<file path="src/rtl/cdp_dp_div_unit.sv">
// Iterative signed restoring divider: one quotient bit per cycle, fixed latency pNUM_BW+1.
// Optional round-half-away-from-zero when CDP_DIV_ROUND_EN is defined; truncation otherwise.
module cdp_dp_div_unit #(
  parameter int pNUM_BW = 25,
  parameter int pDEN_BW = 16
) (
  input  logic               nvdla_core_clk,
  input  logic               nvdla_core_rst,
  input  logic               div_vld,
  output logic               div_rdy,
  input  logic [pNUM_BW-1:0] div_num_pd,
  input  logic [pDEN_BW-1:0] div_den_pd,
  output logic               div_unit_vld,
  input  logic               div_unit_rdy,
  output logic [pNUM_BW-1:0] div_unit_pd,
  output logic [pDEN_BW-1:0] div_unit_rem,
  output logic               div_unit_dz,
  output logic               div_unit_sat
);

  localparam int CntW = $clog2(pNUM_BW);
  localparam logic [pNUM_BW+1:0] QMax = {3'b000, {(pNUM_BW-1){1'b1}}};
  localparam logic [pNUM_BW+1:0] QMin = {3'b111, {(pNUM_BW-1){1'b0}}};

  typedef enum logic [1:0] {StIdle, StCalc, StFix, StDone} state_e;

  state_e state_q, state_d;

  // num_q shifts numerator bits out of the top while quotient bits enter at the bottom.
  logic [pNUM_BW-1:0] num_q;
  logic [pDEN_BW-1:0] den_q;
  logic [pDEN_BW-1:0] rem_q;
  logic [CntW-1:0]    cnt_q;
  logic               sign_q;
  logic               nsign_q;
  logic               dz_q;

  logic [pNUM_BW-1:0] pd_q;
  logic [pDEN_BW-1:0] rem_out_q;
  logic               dz_out_q;
  logic               sat_q;

  logic [pNUM_BW-1:0] num_abs;
  logic [pDEN_BW-1:0] den_abs;
  logic [pDEN_BW:0]   partial;
  logic               ge;
  logic [pDEN_BW-1:0] rem_step;
  logic [pNUM_BW-1:0] num_step;

  logic               rnd;
  logic [pNUM_BW:0]   qmag;
  logic [pNUM_BW+1:0] q_full;
  logic [pDEN_BW-1:0] rem_mag;
  logic [pNUM_BW-1:0] fix_q;
  logic [pDEN_BW-1:0] fix_rem;
  logic               fix_sat;

  assign div_rdy      = (state_q == StIdle);
  assign div_unit_vld = (state_q == StDone);
  assign div_unit_pd  = pd_q;
  assign div_unit_rem = rem_out_q;
  assign div_unit_dz  = dz_out_q;
  assign div_unit_sat = sat_q;

  always_comb begin
    state_d = state_q;
    unique case (state_q)
      StIdle:  if (div_vld) state_d = StCalc;
      StCalc:  if (cnt_q == '0) state_d = StFix;
      StFix:   state_d = StDone;
      StDone:  if (div_unit_rdy) state_d = StIdle;
      default: state_d = StIdle;
    endcase
  end

  always_comb begin
    num_abs  = div_num_pd[pNUM_BW-1] ? (~div_num_pd + 1'b1) : div_num_pd;
    den_abs  = div_den_pd[pDEN_BW-1] ? (~div_den_pd + 1'b1) : div_den_pd;
    partial  = {rem_q, num_q[pNUM_BW-1]};
    ge       = (partial >= {1'b0, den_q});
    rem_step = ge ? (partial[pDEN_BW-1:0] - den_q) : partial[pDEN_BW-1:0];
    num_step = {num_q[pNUM_BW-2:0], ge};
  end

  always_comb begin
`ifdef CDP_DIV_ROUND_EN
    rnd = ({rem_q, 1'b0} >= {1'b0, den_q});
`else
    rnd = 1'b0;
`endif
    qmag    = {1'b0, num_q} + {{pNUM_BW{1'b0}}, rnd};
    q_full  = sign_q ? (~{1'b0, qmag} + 1'b1) : {1'b0, qmag};
    // Rounding up flips the remainder to the side opposite the numerator.
    rem_mag = rnd ? (den_q - rem_q) : rem_q;
    fix_rem = (nsign_q ^ rnd) ? (~rem_mag + 1'b1) : rem_mag;
    fix_sat = 1'b0;
    fix_q   = q_full[pNUM_BW-1:0];
    // Clamping keeps the remainder of the exact quotient (0 for the MIN/-1 case).
    if ($signed(q_full) > $signed(QMax)) begin
      fix_q   = QMax[pNUM_BW-1:0];
      fix_sat = 1'b1;
    end else if ($signed(q_full) < $signed(QMin)) begin
      fix_q   = QMin[pNUM_BW-1:0];
      fix_sat = 1'b1;
    end
    if (dz_q) begin
      fix_q   = nsign_q ? QMin[pNUM_BW-1:0] : QMax[pNUM_BW-1:0];
      fix_rem = '0;
      fix_sat = 1'b0;
    end
  end

  always_ff @(posedge nvdla_core_clk or posedge nvdla_core_rst) begin
    if (nvdla_core_rst) begin
      state_q   <= StIdle;
      num_q     <= '0;
      den_q     <= '0;
      rem_q     <= '0;
      cnt_q     <= '0;
      sign_q    <= 1'b0;
      nsign_q   <= 1'b0;
      dz_q      <= 1'b0;
      pd_q      <= '0;
      rem_out_q <= '0;
      dz_out_q  <= 1'b0;
      sat_q     <= 1'b0;
    end else begin
      state_q <= state_d;
      unique case (state_q)
        StIdle: begin
          if (div_vld) begin
            num_q   <= num_abs;
            den_q   <= den_abs;
            rem_q   <= '0;
            cnt_q   <= CntW'(pNUM_BW - 1);
            sign_q  <= div_num_pd[pNUM_BW-1] ^ div_den_pd[pDEN_BW-1];
            nsign_q <= div_num_pd[pNUM_BW-1];
            dz_q    <= (div_den_pd == '0);
          end
        end
        StCalc: begin
          num_q <= num_step;
          rem_q <= rem_step;
          cnt_q <= cnt_q - 1'b1;
        end
        StFix: begin
          pd_q      <= fix_q;
          rem_out_q <= fix_rem;
          dz_out_q  <= dz_q;
          sat_q     <= fix_sat;
        end
        default: ;
      endcase
    end
  end

endmodule

</file>
<file path="config.mk">
export PLATFORM = sky130hd
export DESIGN_NAME = cdp_dp_div_unit
export DESIGN_NICKNAME = d
export VERILOG_FILES = /design/src/rtl/cdp_dp_div_unit.sv
export SDC_FILE = /design/constraint.sdc
export NUM_CORES = 1
export LEC_CHECK = 0
export BUFFER_PORTS_ARGS = -buffer_cell sky130_fd_sc_hd__buf_2
export CORE_ASPECT_RATIO = 1.75
export CORE_MARGIN = 8
export CORE_UTILIZATION = 60
export CTS_BUF_LIST = sky130_fd_sc_hd__clkbuf_8
export DETAILED_ROUTE_END_ITERATION = 7
export PLACE_DENSITY = 0.82
export SLEW_MARGIN = 20
export SYNTH_ARGS = -nofsm -noshare
export SYNTH_HDL_FRONTEND = slang
export SYNTH_SLANG_ARGS = --single-unit
</file>
<file path="constraint.sdc">
create_clock -name nvdla_core_clk -period 4.85 [get_ports nvdla_core_clk]
set_clock_uncertainty 0.15 [all_clocks]
set_input_delay 0.485 -clock nvdla_core_clk [delete_from_list [all_inputs] [get_ports nvdla_core_clk]]
set_output_delay 0.485 -clock nvdla_core_clk [all_outputs]
set_load 0.005 [all_outputs]
</file>
; Word-level counts from Yosys, hierarchy flattened
; Index checks and enable logic that the tools add are counted.
[totals]
register_bits = 110
latchBits = 0
ram_bits = 0
rom_bits = 0
in_bits = 45
out_inout_bits = 45
elab_cells = 62
memories = 0
[classes]
addsub = 6
n_mul = 0
n_div = 0
order_cmp = 3
n_eq_ne = 6
shift = 0
n_mux = 23
bitwise_logic = 5
reduce_logical = 7
[op_table]
columns = operator, n
row1 = 25-bit 2-to-1 mux, 6
row2 = 16-bit 2-to-1 mux, 5
row3 = 25-bit one-hot mux with 2 select lines, 1
row4 = "16-bit by 1-bit adder with 16-bit output, second input constant", 2
row5 = 16-bit NOT, 2
row6 = 16-bit one-hot mux with 2 select lines, 1
row7 = "27-bit by 1-bit adder with 27-bit output, second input constant", 1
row8 = "27-bit by 25-bit > comparator with 1-bit output, second input constant", 1
row9 = "27-bit by 25-bit less-than comparator with 1-bit output, second input constant", 1
row10 = 27-bit 2-to-1 mux, 1
row11 = 25-bit NOT with 27-bit output, 1
row12 = "25-bit by 1-bit adder with 25-bit output, second input constant", 1
row13 = 25-bit NOT, 1
row14 = 17-bit by 16-bit greater-or-equal comparator with 1-bit output, 1
row15 = 16-bit logical NOT, 1
row16 = 16-bit subtractor, 1
row17 = 5-bit one-hot mux with 2 select lines, 1
row18 = 2-bit one-hot mux with 4 select lines, 1
row19 = 2-bit 2-to-1 mux, 3
row20 = 5-bit logical NOT, 1
row21 = 5-bit 2-to-1 mux, 1
row22 = "5-bit by 1-bit subtractor with 5-bit output, second input constant", 1
row23 = "2-bit equality test, second input constant", 2
row24 = "2-bit != test, second input constant", 2
row25 = 8 further kinds, 11

; Depth between registers and ports, before layout
[logic_depth]
ltp_word = 7
ltp_mapped = 11
mapped_depth_nobuf = 11

; Least setup slack after synthesis
; No wires, ideal clock.
[synth_timing]
path_type = input-to-reg
startpoint = input port div_num_pd[5]
endpoint = register num_q[23]
setup_ns = 0.130
t_arrival_ns = 2.848
required_ns = 4.570
setup_slack_ns = 1.722
cell_stages = 7
path_buffers = 0
cell_sequence = or4_4 -> or4_4 -> or4_4 -> or4_4 -> o31ai_2 -> xor2_1 -> o21ai_1
[synth_via]
elab_chain_cells = 5
[synth_rtl]
columns = item, line_no
row1 = start: declaration, 11  ; input logic [pNUM_BW-1:0] div_num_pd,
row2 = 25-bit NOT, 77  ; num_abs = div_num_pd[pNUM_BW-1] ? (~div_num_pd + 1'b1) : div_num_pd;
row3 = 25-bit by 1-bit adder with 25-bit output, 77
row4 = 25-bit 2-to-1 mux, 77
row5 = 25-bit 2-to-1 mux, 131  ; if (div_vld) begin
row6 = 25-bit one-hot mux with 2 select lines, 129  ; unique case (state_q)
row7 = end signal: assignment, 132  ; num_q <= num_abs;
row8 = end signal: assignment, 142  ; num_q <= num_step;
row9 = end: declaration, 30  ; logic [pNUM_BW-1:0] num_q;
; No other way between the ends. The select of a mux whose other input is x is not followed.
; A chain may end at the register's enable or synchronous reset.

; Worst setup path in the final report
[layout_timing]
startpoint = register num_q[24]
endpoint = register rem_q[10], in the netlist rem_mag[10]
[layout_via]
elab_chain_cells = 3
word_cells_on_any_way = 4
cone_classes = add/sub (1) / order compare (1) / mux (2)
[layout_rtl]
columns = item, line_no
row1 = 16-bit subtractor or 17-bit by 16-bit greater-or-equal comparator with 1-bit output (tied branches), "81, 80"
row2 = 16-bit 2-to-1 mux *, 81  ; rem_step = ge ? (partial[pDEN_BW-1:0] - den_q) : partial[pDEN_BW-1:0];
row3 = 16-bit one-hot mux with 2 select lines *, 129
row4 = end signal: assignment, 143  ; rem_q <= rem_step;
row5 = end: declaration, 32  ; logic [pDEN_BW-1:0] rem_q;
; Every way passes the cells marked *; elsewhere a longest branch is shown, timed or not.

==> metrics <==
GPL Wtd Cong=0.968; clock sinks=110; Async SR Flop Fraction=100%; Slew Limit Headroom=24.0%; proportion of layout cells with a drive suffix above 1=15.2%; initial antenna violation count=1; Reg-to-Reg End=rem_mag[10]; drt pass-1 iters=6; wire length of the first global-routing pass=29700 µm; Mapped Cells=775; Rows=51; via/cell ratio=6.20; max-slew violation count=0; top-area cell type share of the netlist area=40.2%; Post-synth EDFFs=0; post-CTS setup buffer count=0; Die Ht=157 µm; Synth Area in Simple Gates=14.7%; top cells by count, synth=dfrtp_1, o21ai_0, nand2_1; Crit. End Element=flip-flop; setup tns final=0 ns; VDD IR max=404 µV; DRC=0; die span in x=96.7 µm; max incr delay on CP=0.81 ns; cell with the most instances after synthesis=dfrtp_1; R2R Path Start=num_q[24]; Synth cell types=52; core area=11100 µm²; Port Buffers=89; hold slack=0.0589 ns; Worst-Skew Late Latency=0.39 ns; final hold violations=0; Hold WC Path Type=input port to async pin; worst reg-to-reg setup slack=1.40 ns; post-synthesis adder-cell area fraction=5.05%; Static Leak=3.38 nW; area grow syn2layout=10.9%; DR iter-0 viols=321; Post-CTS Hold Buffers=0; Achievable Freq=290 MHz; #FFs+latches synth=110; top_reg_cell synth=dfrtp_1; Final HPWL DP=13600 µm; ranking of synthesized cells by area=dfrtp_1, o21ai_0, xor2_1; PwrDens=733 nW/µm²; worst-path cell with the longest stage delay=a21oi_1; post-CTS sizing=0; CP Data Required Time=5.00 ns; post-route ant nets=0; critical path type=flip-flop to flip-flop; final setup fails=0; sequential element share of the synthesized area=40.2%; CP Data Arrival Time=3.59 ns; MaxCap Viol Count=0; R2R depth=9; H-tree depth=3; most frequent CP cell=o21ai_0; Setup crit start kind=flip-flop; starting density of the core=61.6%; Reg clk slew, reported paths=0.10 ns; Post-Syn Area=6840 µm²; GR Util All Layers=23.6%; Post-Syn Nets=847; Tmin final=3.45 ns; RSZ-0062 raised after global routing=false; Num CTS Buffers=9; largest net degree at the start of global routing=80; Post-Synth XOR/XNOR Area=11.3%; largest family of logic cells by synthesized area=compound AO/OA/AOI/OAI gates; crit-path cells=inv_1 > ha_1 > inv_1 > a21oi_1 > o21ai_0 > o21ai_0 > a21oi_1 > nand2_1 > o21ai_0; I/O pin count=90; drt wl/cell=18.1 µm; vias in the first global route=6265; status=finished, final reports clean; Slew @ Worst Pin=1.13 ns; CP Max Fanout=9; routed vias=6087; clk buf depth=2; Final period util=71.0%; yosys warns=0; Critical path origin=num_q[24]; mux cell area share after synthesis=1.63%; total grt overflow=0; fin nets=915; CTS tree=done; Compound-Gate Fraction of Synth Area=22.0%; Avg Synthesized Cell Area=8.82 µm²; Routed WL=17800 µm; Synth area leader=dfrtp_1; die area=15200 µm²; Root Driver=clkbuf_8
[layout make-up]
class / count / area (µm²)
Clock inverter: 6 / 71.3
Multi-Input combinational cell: 573 / 3750
Antenna cell: 2 / 5.00
Inverter: 53 / 204
Fill cell: 922 / 3520
Tap cell: 132 / 165
Sequential cell: 110 / 2750
Timing Repair Buffer: 96 / 498
Clock buffer: 10 / 138
[cell families (layout without fill, tap and decap cells)]
family / after synthesis / count (layout)
compound gates: 244 / 244
other cells: 0 / 2
mux: 11 / 11
xor+xnor: 88 / 88
simple gates: 203 / 203
flops: 110 / 110
buf+inv: 92 / 165
fa+ha+maj: 27 / 27
[worst max-delay path, delay by kind of cell, from the launching register on]
family,cells,cell delay (ns)
AO/OA/AOI/OAI,5,1.96
adder cells (fa/ha/maj),1,0.23
AND/OR/NAND/NOR,1,0.32
flip-flops,1,0.44
buffers and inverters,2,0.26
[cell usage in the layout, fill, tap and decap left out, types with 4 or more instances in the layout]
cell type  count
dfrtp_1      110
o21ai_0      105
nand2_1       91
buf_2         89
inv_1         52
xor2_1        51
xnor2_1       37
nand3_1       35
o22ai_1       27
ha_1          26
a21oi_1       25
o31ai_1       24
a22oi_1       14
nor2_1        14
nand2b_1      11
nor3_1        11
mux2i_1       10
clkbuf_8      10
or4_1          9
o41ai_1        7
a21o_1         7
a32oi_1        7
buf_4          7
or4_4          6
nor2b_1        5
or3_1          4
nor4_1         4
[flip-flops by register name (all words and copies together) (netlist names), 2 cells and up]
signal        cells
cnt_q             5
den_q            16
div_unit_pd      25
div_unit_rem     16
num_q            25
rem_mag          16
state_q           2
[report_power, final]
part	switching [mW]	total (mW)	leakage, nW	internal [mW]
combinational	1.85	3.19	1.94	1.34
clock	0.330	0.586	0.0987	0.256
sequential	0.446	1.78	1.35	1.34
total	2.63	5.56	3.38	2.93
[stage by stage]
| stage | cells | total power [mW] | area (µm²) | util [%] | setup slack [ns] |
|---|---|---|---|---|---|
| after global placement | 964 | 4.81 | 7360 | 66.3 | 1.47 |
| after global routing | 981 | 6.04 | 7580 | 68.3 | 1.17 |
| after floorplan | 775 | 4.06 | 6840 | - | 1.31 |
| after detailed placement | 964 | 4.95 | 7370 | 66.3 | 1.44 |
| after CTS | 980 | 5.54 | 7570 | 68.2 | 1.48 |
| final | 982 | 5.56 | 7580 | 68.3 | 1.40 |
[how the worst max path moves through the flow]
| stage | end | slack [ns] | cells after the start |
|---|---|---|---|
| 6_report | rem_mag[10] | 1.40 | 9 |
| 5_1_grt | rem_mag[10] | 1.17 | 9 |
| 4_1_cts | rem_mag[10] | 1.48 | 9 |
| 3_5_place_dp | num_q[23] | 1.44 | 8 |
| 3_3_place_gp | num_q[23] | 1.47 | 8 |
| 2_1_floorplan | cnt_q[0] | 1.31 | 1 |
[routing by layer]
metal  wire length [µm]  share of wire (%)  global-route usage, %  up-vias
li1                   -                  -                      -     2908
met1               6320                 36                   22.9     2932
met2               9940                 56                   46.0      196
met3                865                4.9                   3.47       51
met4                652                3.7                   13.3        0
met5                  0                  0                      0        -
Power figures use the tool's default switching activity.
